[src/rtl/multi_crop_filter_if.sv]
// Pixel stream bundle for multi_crop_filter: input pixel handshake plus tagged output beat.
// slave is the crop stage's view; master is the source/sink side driving it.
interface multi_crop_filter_if #(
    parameter int unsigned PIXEL_BIT_WIDTH = 16,
    parameter int unsigned ID_W            = 1
);
    logic [PIXEL_BIT_WIDTH-1:0] pixel_in;
    logic                       in_valid;
    logic                       in_ready;
    logic [PIXEL_BIT_WIDTH-1:0] pixel_out;
    logic [ID_W-1:0]            out_crop_id;
    logic                       out_crop_last;
    logic                       out_valid;
    logic                       out_ready;

    modport slave (
        input  pixel_in, in_valid, out_ready,
        output in_ready, pixel_out, out_crop_id, out_crop_last, out_valid
    );

    modport master (
        output pixel_in, in_valid, out_ready,
        input  in_ready, pixel_out, out_crop_id, out_crop_last, out_valid
    );
endinterface

[src/rtl/multi_crop_filter.sv]
// Streaming multi-window crop: emits each input pixel once per run-time window it falls in,
// tagged with the window index, with per-frame latched window configuration.
module multi_crop_filter #(
    parameter int unsigned PIXEL_BIT_WIDTH = 16,
    parameter int unsigned IN_ROWS         = 100,
    parameter int unsigned IN_COLS         = 160,
    parameter int unsigned OUT_ROWS        = 48,
    parameter int unsigned OUT_COLS        = 48,
    parameter int unsigned NUM_CROPS       = 2,
    parameter int unsigned ROW_W           = $clog2(IN_ROWS),
    parameter int unsigned COL_W           = $clog2(IN_COLS),
    parameter int unsigned ID_W            = (NUM_CROPS > 1) ? $clog2(NUM_CROPS) : 1
) (
    input  logic                       clk,
    input  logic                       reset_n,
    input  logic [NUM_CROPS-1:0]       crop_en,
    input  logic [NUM_CROPS*ROW_W-1:0] crop_y,
    input  logic [NUM_CROPS*COL_W-1:0] crop_x,
    multi_crop_filter_if.slave         px,
    output logic                       frame_done,
    output logic                       cfg_err
);
    localparam int unsigned RE_W = ROW_W + 1;
    localparam int unsigned CE_W = COL_W + 1;

    logic [ROW_W-1:0]           row_q;
    logic [COL_W-1:0]           col_q;
    logic [NUM_CROPS-1:0]       en_q;
    logic [NUM_CROPS*ROW_W-1:0] y_q;
    logic [NUM_CROPS*COL_W-1:0] x_q;
    logic [NUM_CROPS-1:0]       mask_q;
    logic [NUM_CROPS-1:0]       last_q;

    logic                       first_px;
    logic [NUM_CROPS-1:0]       en_s;
    logic [NUM_CROPS*ROW_W-1:0] y_s;
    logic [NUM_CROPS*COL_W-1:0] x_s;
    logic [NUM_CROPS-1:0]       hit;
    logic [NUM_CROPS-1:0]       hit_last;
    logic [NUM_CROPS-1:0]       misfit;
    logic                       one_left;
    logic                       in_fire;
    logic                       out_fire;
    logic                       last_px;
    logic [NUM_CROPS-1:0]       next_mask;
    logic [NUM_CROPS-1:0]       next_last_mask;
    logic [ID_W-1:0]            next_id;
    logic                       next_last;

    // Pixel (0,0) is classified against the config being latched on the same edge
    assign first_px = (row_q == '0) && (col_q == '0);
    assign en_s     = first_px ? crop_en : en_q;
    assign y_s      = first_px ? crop_y  : y_q;
    assign x_s      = first_px ? crop_x  : x_q;
    assign last_px  = (row_q == ROW_W'(IN_ROWS - 1)) && (col_q == COL_W'(IN_COLS - 1));

    for (genvar g = 0; g < NUM_CROPS; g++) begin : g_win
        logic [ROW_W-1:0] y;
        logic [COL_W-1:0] x;
        logic [RE_W-1:0]  y_end;
        logic [CE_W-1:0]  x_end;
        logic             fit;
        logic             in_rows;
        logic             in_cols;

        assign y       = y_s[g*ROW_W +: ROW_W];
        assign x       = x_s[g*COL_W +: COL_W];
        assign y_end   = RE_W'(y) + RE_W'(OUT_ROWS);
        assign x_end   = CE_W'(x) + CE_W'(OUT_COLS);
        assign fit     = (y_end <= RE_W'(IN_ROWS)) && (x_end <= CE_W'(IN_COLS));
        assign in_rows = (row_q >= y) && (RE_W'(row_q) < y_end);
        assign in_cols = (col_q >= x) && (CE_W'(col_q) < x_end);
        assign misfit[g]   = en_s[g] & ~fit;
        assign hit[g]      = en_s[g] & fit & in_rows & in_cols;
        assign hit_last[g] = (RE_W'(row_q) == y_end - RE_W'(1)) &&
                             (CE_W'(col_q) == x_end - CE_W'(1));
    end

    // Accept when the holder is empty or its final beat leaves this cycle
    assign one_left    = (mask_q != '0) && ((mask_q & (mask_q - NUM_CROPS'(1))) == '0);
    assign px.in_ready = (mask_q == '0) || (px.out_ready && one_left);
    assign in_fire     = px.in_valid && px.in_ready;
    assign out_fire    = px.out_valid && px.out_ready;

    // Remaining-window mask and the lowest-index beat to present next
    always_comb begin
        next_mask      = mask_q;
        next_last_mask = last_q;
        next_id        = '0;
        next_last      = 1'b0;
        if (in_fire) begin
            next_mask      = hit;
            next_last_mask = hit_last;
        end else if (out_fire) begin
            next_mask = mask_q & ~(NUM_CROPS'(1) << px.out_crop_id);
        end
        for (int i = NUM_CROPS - 1; i >= 0; i--) begin
            if (next_mask[i]) begin
                next_id   = ID_W'(i);
                next_last = next_last_mask[i];
            end
        end
    end

    always_ff @(posedge clk or negedge reset_n) begin
        if (!reset_n) begin
            row_q            <= '0;
            col_q            <= '0;
            en_q             <= '0;
            y_q              <= '0;
            x_q              <= '0;
            mask_q           <= '0;
            last_q           <= '0;
            frame_done       <= 1'b0;
            cfg_err          <= 1'b0;
            px.out_valid     <= 1'b0;
            px.pixel_out     <= '0;
            px.out_crop_id   <= '0;
            px.out_crop_last <= 1'b0;
        end else begin
            if (in_fire) begin
                if (col_q == COL_W'(IN_COLS - 1)) begin
                    col_q <= '0;
                    row_q <= (row_q == ROW_W'(IN_ROWS - 1)) ? '0 : row_q + ROW_W'(1);
                end else begin
                    col_q <= col_q + COL_W'(1);
                end
            end
            if (in_fire && first_px) begin
                en_q <= crop_en;
                y_q  <= crop_y;
                x_q  <= crop_x;
                if (misfit != '0) cfg_err <= 1'b1;
            end
            if (in_fire && (hit != '0)) px.pixel_out <= px.pixel_in;
            frame_done       <= in_fire && last_px;
            mask_q           <= next_mask;
            last_q           <= next_last_mask;
            px.out_valid     <= (next_mask != '0);
            px.out_crop_id   <= next_id;
            px.out_crop_last <= next_last;
        end
    end
endmodule
[src/flat_wrapper.sv]
// flat-port wrapper written by rule: the top's interface ports become plain ports
module multi_crop_filter_flat 
#(
    parameter int unsigned PIXEL_BIT_WIDTH = 16,
    parameter int unsigned IN_ROWS         = 100,
    parameter int unsigned IN_COLS         = 160,
    parameter int unsigned OUT_ROWS        = 48,
    parameter int unsigned OUT_COLS        = 48,
    parameter int unsigned NUM_CROPS       = 2,
    parameter int unsigned ROW_W           = $clog2(IN_ROWS),
    parameter int unsigned COL_W           = $clog2(IN_COLS),
    parameter int unsigned ID_W            = (NUM_CROPS > 1) ? $clog2(NUM_CROPS) : 1
)
  (clk, reset_n, crop_en, crop_y, crop_x, frame_done, cfg_err, px_pixel_in, px_in_valid, px_out_ready, px_in_ready, px_pixel_out, px_out_crop_id, px_out_crop_last, px_out_valid);
  multi_crop_filter_if #(.PIXEL_BIT_WIDTH(PIXEL_BIT_WIDTH), .ID_W(ID_W)) px_i ();
  input  logic clk;
  input  logic reset_n;
  input  logic [NUM_CROPS-1:0] crop_en;
  input  logic [NUM_CROPS*ROW_W-1:0] crop_y;
  input  logic [NUM_CROPS*COL_W-1:0] crop_x;
  output logic frame_done;
  output logic cfg_err;
  input wire logic [$bits(px_i.pixel_in)-1:0] px_pixel_in;
  input wire logic [$bits(px_i.in_valid)-1:0] px_in_valid;
  input wire logic [$bits(px_i.out_ready)-1:0] px_out_ready;
  output wire logic [$bits(px_i.in_ready)-1:0] px_in_ready;
  output wire logic [$bits(px_i.pixel_out)-1:0] px_pixel_out;
  output wire logic [$bits(px_i.out_crop_id)-1:0] px_out_crop_id;
  output wire logic [$bits(px_i.out_crop_last)-1:0] px_out_crop_last;
  output wire logic [$bits(px_i.out_valid)-1:0] px_out_valid;
  assign px_i.pixel_in = px_pixel_in;
  assign px_i.in_valid = px_in_valid;
  assign px_i.out_ready = px_out_ready;
  assign px_in_ready = px_i.in_ready;
  assign px_pixel_out = px_i.pixel_out;
  assign px_out_crop_id = px_i.out_crop_id;
  assign px_out_crop_last = px_i.out_crop_last;
  assign px_out_valid = px_i.out_valid;
  multi_crop_filter #(.PIXEL_BIT_WIDTH(PIXEL_BIT_WIDTH), .IN_ROWS(IN_ROWS), .IN_COLS(IN_COLS), .OUT_ROWS(OUT_ROWS), .OUT_COLS(OUT_COLS), .NUM_CROPS(NUM_CROPS), .ROW_W(ROW_W), .COL_W(COL_W), .ID_W(ID_W)) u_core (.clk(clk), .reset_n(reset_n), .crop_en(crop_en), .crop_y(crop_y), .crop_x(crop_x), .px(px_i), .frame_done(frame_done), .cfg_err(cfg_err));
endmodule
[config.mk]
export PLATFORM = sky130hd
export DESIGN_NAME = multi_crop_filter_flat
export DESIGN_NICKNAME = d
export VERILOG_FILES = /design/src/rtl/multi_crop_filter_if.sv /design/src/rtl/multi_crop_filter.sv /design/src/flat_wrapper.sv
export SDC_FILE = /design/constraint.sdc
export NUM_CORES = 1
export LEC_CHECK = 0
export CORE_MARGIN = 2
export CORE_UTILIZATION = 53
export CTS_BUF_LIST = sky130_fd_sc_hd__clkbuf_4
export CTS_CLUSTER_SIZE = 20
export DETAILED_ROUTE_END_ITERATION = 16
export PLACE_DENSITY_LB_ADDON = 0.3
export SETUP_SLACK_MARGIN = 0.3
export SKIP_CTS_REPAIR_TIMING = 1
export SYNTH_ARGS = -nofsm -noshare
export SYNTH_HDL_FRONTEND = slang
export SYNTH_SLANG_ARGS = --single-unit
[constraint.sdc]
create_clock -name clk -period 5.98 [get_ports clk]
set_input_delay 1.196 -clock clk [delete_from_list [all_inputs] [get_ports clk]]
set_output_delay 1.196 -clock clk [all_outputs]
set_load 0.02 [all_outputs]
==> results.txt, run 1 <==
Status - finished clean
Vias in the first global route - 5110
Slew headroom - 0.392
Psw - 0.483 mW
WL met3 - 739 um
Sink Count - 72
Core ar. - 11300 um^2
Setup violators final - 0
# Max-Cap Violations - 0
Drt pass-1 iters - 5
Crit Path Category - flip-flop to flip-flop
Main synth FF type - dfrtp_1
Met1 Wirelength - 6670 um
First-pass GRT wire length - 25500 um
DRC violations left - 0
Leak Pwr - 3.28 nW
Slew of the pin with the lowest slew margin - 911 ps
Initial DRC count - 331
Crit path arrival time - 5630 ps
Nets - 822
Sequential area share after synthesis - 0.295
Post-route ant nets - 0
Port bufs - 73
Initial antenna violation count - 0
Post-Route WL - 14900 um
Synth Register Bits - 72
Asr flop ratio synth - 1.00
Fin Setup TNS - 0 ps
Std-Cell Rows - 39
Clk pin slew, worst setup/hold paths - 160 ps
Sw frac - 0.377
HP Class - flip-flop to flip-flop
Worst reg2reg setup slack - 720 ps
Sequential power share - 0.449
Req. time, crit path - 6350 ps
Internal power - 0.797 mW
Final Critical Period - 5260 ps
Starting Density - 0.539
Dpl hpwl - 11400 um
Die area - 12400 um^2
Clock share of power - 0.248
EDFF count, synth - 0
Slew Limit Fails - 0
Tcrit/Tclk final - 0.879
Yosys warns - 0
Syn nets - 755
CTS Buf Count - 9
CP Max Fanout - 16
CTS tree - done
Share of layout cells above drive strength 1 - 0.116
Longest Clk Path Bufs - 2
Highest routed layer - met4
RSZ-0062 raised after global routing - no
Pin count of the biggest net entering global routing - 73
Via count - 5062
Setup crit start kind - flip-flop
CTS H-tree depth - 3
F_max - 0.190 GHz
Die Wd - 111 um
Ports - 74
Power Total - 1.28 mW
Clk_lat worst skew - 490 ps
Vias per cell - 5.94
WL/cell - 17.5 um
Die H - 111 um
Met2 routed WL - 7100 um
Mean Syn Cell Area - 9.58 um^2
Post-route clock skew - 30.1 ps
Mapped Area - 6100 um^2
Root buffer cell - clkbuf_4
Grt ovf - 0
Distinct cells, synth - 63
Total track usage - 0.255
Crit. End Element - flip-flop
Final hold vios - 0
Synth Instances - 637
Total inserted antenna cells - 0
GP Congestion - 0.941
Area grow syn2layout - 15.7%
PD cells - 181 nW/um^2
VDD IR max - 0.000163 V
Gate power share - 0.303
## cell usage after synthesis, types with 4 or more instances
cell type   n  area share
dfrtp_1    72        0.30
ha_1       66        0.14
nand2_1    46       0.028
mux2i_1    44       0.072
mux2_2     40       0.074
o21ai_0    38       0.031
inv_1      34       0.021
nor2_1     33       0.020
xnor2_1    26       0.037
nand3_1    25       0.021
xor2_1     21       0.030
a21oi_1    20       0.016
nor3_1     12      0.0098
clkbuf_1   11      0.0068
mux2_4     10       0.025
o21a_1     10       0.012
a211oi_1    9       0.011
a21o_1      8      0.0098
nor4_1      8      0.0082
buf_2       6      0.0049
nand2b_1    6      0.0062
o211ai_1    6      0.0074
a2111oi_0   5      0.0072
a31oi_1     4      0.0041
and3_1      4      0.0041
nand3b_1    4      0.0049
nand4_1     4      0.0041
nor2b_1     4      0.0041
or3_1       4      0.0041
or4_4       4      0.0074
## power groups by stage
stage               combinational (mW)  clock [mW]  sequential (mW)
finish                           0.388       0.317            0.575
global route                     0.437       0.344            0.582
CTS                              0.387       0.327            0.574
detailed placement               0.384           0            0.584
global placement                 0.367           0            0.583
floorplan                        0.294           0            0.541
## worst paths after layout
check                                                endpoint  depth (start not counted)                         from
setup / recovery           u_core.px.pixel_out[3]$_DFFE_PN0P_                         16  u_core.row_q[1]$_DFFE_PN0P_
min in group asynchronous           u_core.y_q[8]$_DFFE_PN0P_                          1                      reset_n
hold reg to reg                    u_core.cfg_err$_DFFE_PN0P_                          1   u_core.cfg_err$_DFFE_PN0P_
setup reg to reg           u_core.px.pixel_out[3]$_DFFE_PN0P_                         16  u_core.row_q[1]$_DFFE_PN0P_
hold / removal                     u_core.cfg_err$_DFFE_PN0P_                          1   u_core.cfg_err$_DFFE_PN0P_
max in group asynchronous  u_core.px.pixel_out[1]$_DFFE_PN0P_                          1                      reset_n
## kinds of logic after synthesis
logic type      synth area share
flops                      0.295
simple gates               0.150
buf+inv                   0.0414
compound gates             0.132
fa+ha+maj                  0.139
mux                        0.171
xor+xnor                  0.0712
## placed cells by master, fill, tap and decap left out, drive strengths merged, types with 5 or more instances in the layout
master,count
inv,39
clkbuf,9
nand2b,6
clkdlybuf4s50,72
a211oi,9
nand2,47
o21ai,38
o211ai,6
a2111oi,5
dfrtp,72
a21oi,20
xor2,21
nand3,25
mux2,50
nor2,33
buf,7
xnor2,26
nor3,12
mux2i,44
a21o,8
nor4,9
or4,6
o21a,10
ha,66
## metrics by stage
stage | setup WS [ps] | hold slack (ps) | util | std cells | instance area [um^2]
4_1_cts | 729 | 484 | 0.623 | 852 | 7060
3_3_place_gp | 963 | 438 | 0.612 | 836 | 6930
2_1_floorplan | 363 | 440 | - | 637 | 6100
6_report | 724 | 477 | 0.623 | 852 | 7060
3_5_place_dp | 771 | 454 | 0.612 | 836 | 6930
5_1_grt | 377 | 506 | 0.623 | 852 | 7060
## per-layer routing
layer	vias up	GRT usage
met3	29	0.0525
li1	2452	-
met2	125	0.417
met5	-	0
met4	0	0.0988
met1	2456	0.332
## layout make-up
type / count / area, um^2
Tap cell: 143 / 179
Fill cell: 936 / 4260
Clock inverter: 7 / 61.3
Timing Repair Buffer: 79 / 773
Multi-Input combinational cell: 508 / 4050
Sequential cell: 72 / 1800
Clock buffer: 9 / 67.6
Inverter: 34 / 128
## worst max-delay path: stages (launching register included)
cell	delay, ps
dfrtp_1	500
inv_1	130
ha_1	170
or4b_1	530
nor4_4	590
nand2_1	180
and2_1	240
inv_1	140
ha_1	200
nand3_1	100
or4_1	410
o41ai_1	100
a21oi_1	140
or4_4	530
or4_4	540
nand2_4	240
mux2_2	370
## state kept, by name, indices dropped and copies added, names as in the netlist
register,flops
u_core.x_q,16
u_core.px.out_crop_id,1
u_core.last_q,2
u_core.col_q,8
u_core.row_q,7
u_core.mask_q,2
u_core.cfg_err,1
u_core.y_q,14
u_core.px.pixel_out,16
u_core.frame_done,1
u_core.px.out_valid,1
u_core.en_q,2
u_core.px.out_crop_last,1
No activity file was read; power rests on OpenSTA's default activity.
==> run 2: changes to the inputs <==
- SETUP_SLACK_MARGIN: 0.3 -> 0.05
==> results.txt, run 2 (synthesis results as in run 1) <==
Worst reg2reg setup slack - 690 ps
Top Registers - u_core.px.pixel_out: 16 flops, u_core.x_q: 16 flops, u_core.y_q: 14 flops
FILL cells - 984
Fin Setup TNS - 0 ps
Commonest cells after routing, fill and taps aside - 72 x clkdlybuf4s50_1, 72 x dfrtp_1, 66 x ha_1
End of the critical path - u_core.px.pixel_out[1]$_DFFE_PN0P_
CP Max Fanout - 40
Crit Path Category - flip-flop to flip-flop
First-pass GRT wire length - 25300 um
Initial antenna violation count - 1
Drt pass-1 iters - 5
CTS H-tree depth - 3
WP depth - 13
Pin count of the biggest net entering global routing - 73
Leak Pwr - 3.28 nW
Clk_lat worst skew - 470 ps
Clk pin slew, worst setup/hold paths - 130 ps
Initial DRC count - 277
Vias per cell - 5.90
Post-route clock skew - 14.4 ps
Share of layout cells above drive strength 1 - 0.116
HP Class - flip-flop to flip-flop
Crit path arrival time - 5660 ps
Std-Cell Rows - 39
Power Total - 1.26 mW
Reg area - 1800 um^2
Post-Route WL - 14900 um
Multi-input gate area - 4050 um^2
Setup crit start kind - flip-flop
Largest stage delay on the critical path - 740 ps
Status - finished clean
Area grow syn2layout - 15.6%
Nets - 822
Via count - 5032
CP bufs+invs - 1
WL/cell - 17.5 um
# Max-Cap Violations - 0
Ports - 74
Starting Density - 0.539
PD cells - 178 nW/um^2
Final std cells w/o fill - 853
Slew of the pin with the lowest slew margin - 947 ps
Placed insts - 836
Fin area - 7050 um^2
Critical path, cell by cell - inv_1 > ha_1 > or4b_1 > or4_4 > mux2i_1 > ha_1 > xnor2_1 > ha_1 > a2111oi_0 > o21ai_0 > or4_4 > nand2_4 > mux2_2
Core ar. - 11300 um^2
Die area - 12400 um^2
F_max - 0.189 GHz
Grt ovf - 0
Worst hold slack - 490 ps
CTS Buf Count - 9
Tcrit/Tclk final - 0.885
Sink Count - 72
DRC violations left - 0
GP Congestion - 0.928
Req. time, crit path - 6350 ps
Crit. End Element - flip-flop
Post-route ant nets - 0
Hold depth - 1
Port bufs - 73
Worst Hold Launch - u_core.cfg_err$_DFFE_PN0P_
CTS tree - done
Slew Limit Fails - 0
Die H - 111 um
Longest Clk Path Bufs - 2
RSZ-0062 raised after global routing - no
VDD IR max - 0.000144 V
Slew headroom - 0.368
Root buffer cell - clkbuf_4
RR Startpoint - u_core.row_q[1]$_DFFE_PN0P_
Final hold vios - 0
Slowest cell on crit path - or4_4
Reg-to-reg endpoint - u_core.px.pixel_out[1]$_DFFE_PN0P_
FF-to-FF path depth - 13
Final Critical Period - 5290 ps
Vias in the first global route - 5196
Dpl cell area - 6930 um^2
Total track usage - 0.253
Worst Setup SP - u_core.row_q[1]$_DFFE_PN0P_
Die Wd - 111 um
Dpl hpwl - 11400 um
Cell family with most CP delay - simple AND/OR/NAND/NOR gates
CP most frequent cell - ha_1
Setup violators final - 0
==> run 2: changes by cell type in the layout (fill, tap and decap cells not counted) <==
| cell | before | now |
|---|---|---|
| clkinv_2 | 0 | 1 |
| clkinvlp_4 | 2 | 3 |
| diode_2 | 0 | 1 |
| inv_6 | 4 | 3 |
| inv_8 | 1 | 0 |
==> run 2: cell type report <==
type,count,share of cell area
diodes,1,0.000355
clock buffers,9,0.00958
clock inverters,7,0.00763
inverters,34,0.0181
multi-input cells,508,0.574
flip-flops and latches,72,0.255
well taps,143,0.0254
repair buffers,79,0.110
==> run 2: how the worst min path moves through the flow <==
stage / end / slack, ps
after global placement: u_core.cfg_err$_DFFE_PN0P_ / 440
after CTS: u_core.cfg_err$_DFFE_PN0P_ / 500
after detailed placement: u_core.cfg_err$_DFFE_PN0P_ / 470
final: u_core.cfg_err$_DFFE_PN0P_ / 490
after floorplan: u_core.last_q[0]$_DFF_PN0_ / 440
after global routing: u_core.cfg_err$_DFFE_PN0P_ / 510
==> run 2: through the flow <==
stage          setup slack [ps]   util
2_1_floorplan               266      -
3_3_place_gp                960  0.612
3_5_place_dp                827  0.612
4_1_cts                     757  0.623
5_1_grt                     362  0.623
6_report                    690  0.623
==> run 2: layer usage <==
layer  track usage  routed length [um]
met2         0.415                7140
met3        0.0459                 730
met4        0.0971                 330
met1         0.333                6720
met5             0                   0
==> run 2: where the power goes <==
group          leakage [nW]  internal, mW  switching (mW)
Sequential            0.969         0.508          0.0677
Combinational          2.25         0.196           0.191
Clock                0.0594        0.0882           0.207
==> run 2: worst register-to-register path: cells and delay by family, from the launching register on <==
kind	cells	cell delay, ps
muxes	2	680
DFF	1	500
xor gates and xnor gates	1	450
adders and majority gates	3	790
AOI/OAI and AO/OA	2	550
and+or+nand+nor	4	2100
buffers and inverters	1	120
==> run 3: changes to the inputs <==
- CAP_MARGIN: unset -> 0
==> results of run 3 <==
No change in the layout: final DEF, timing and power equal those of run 2.
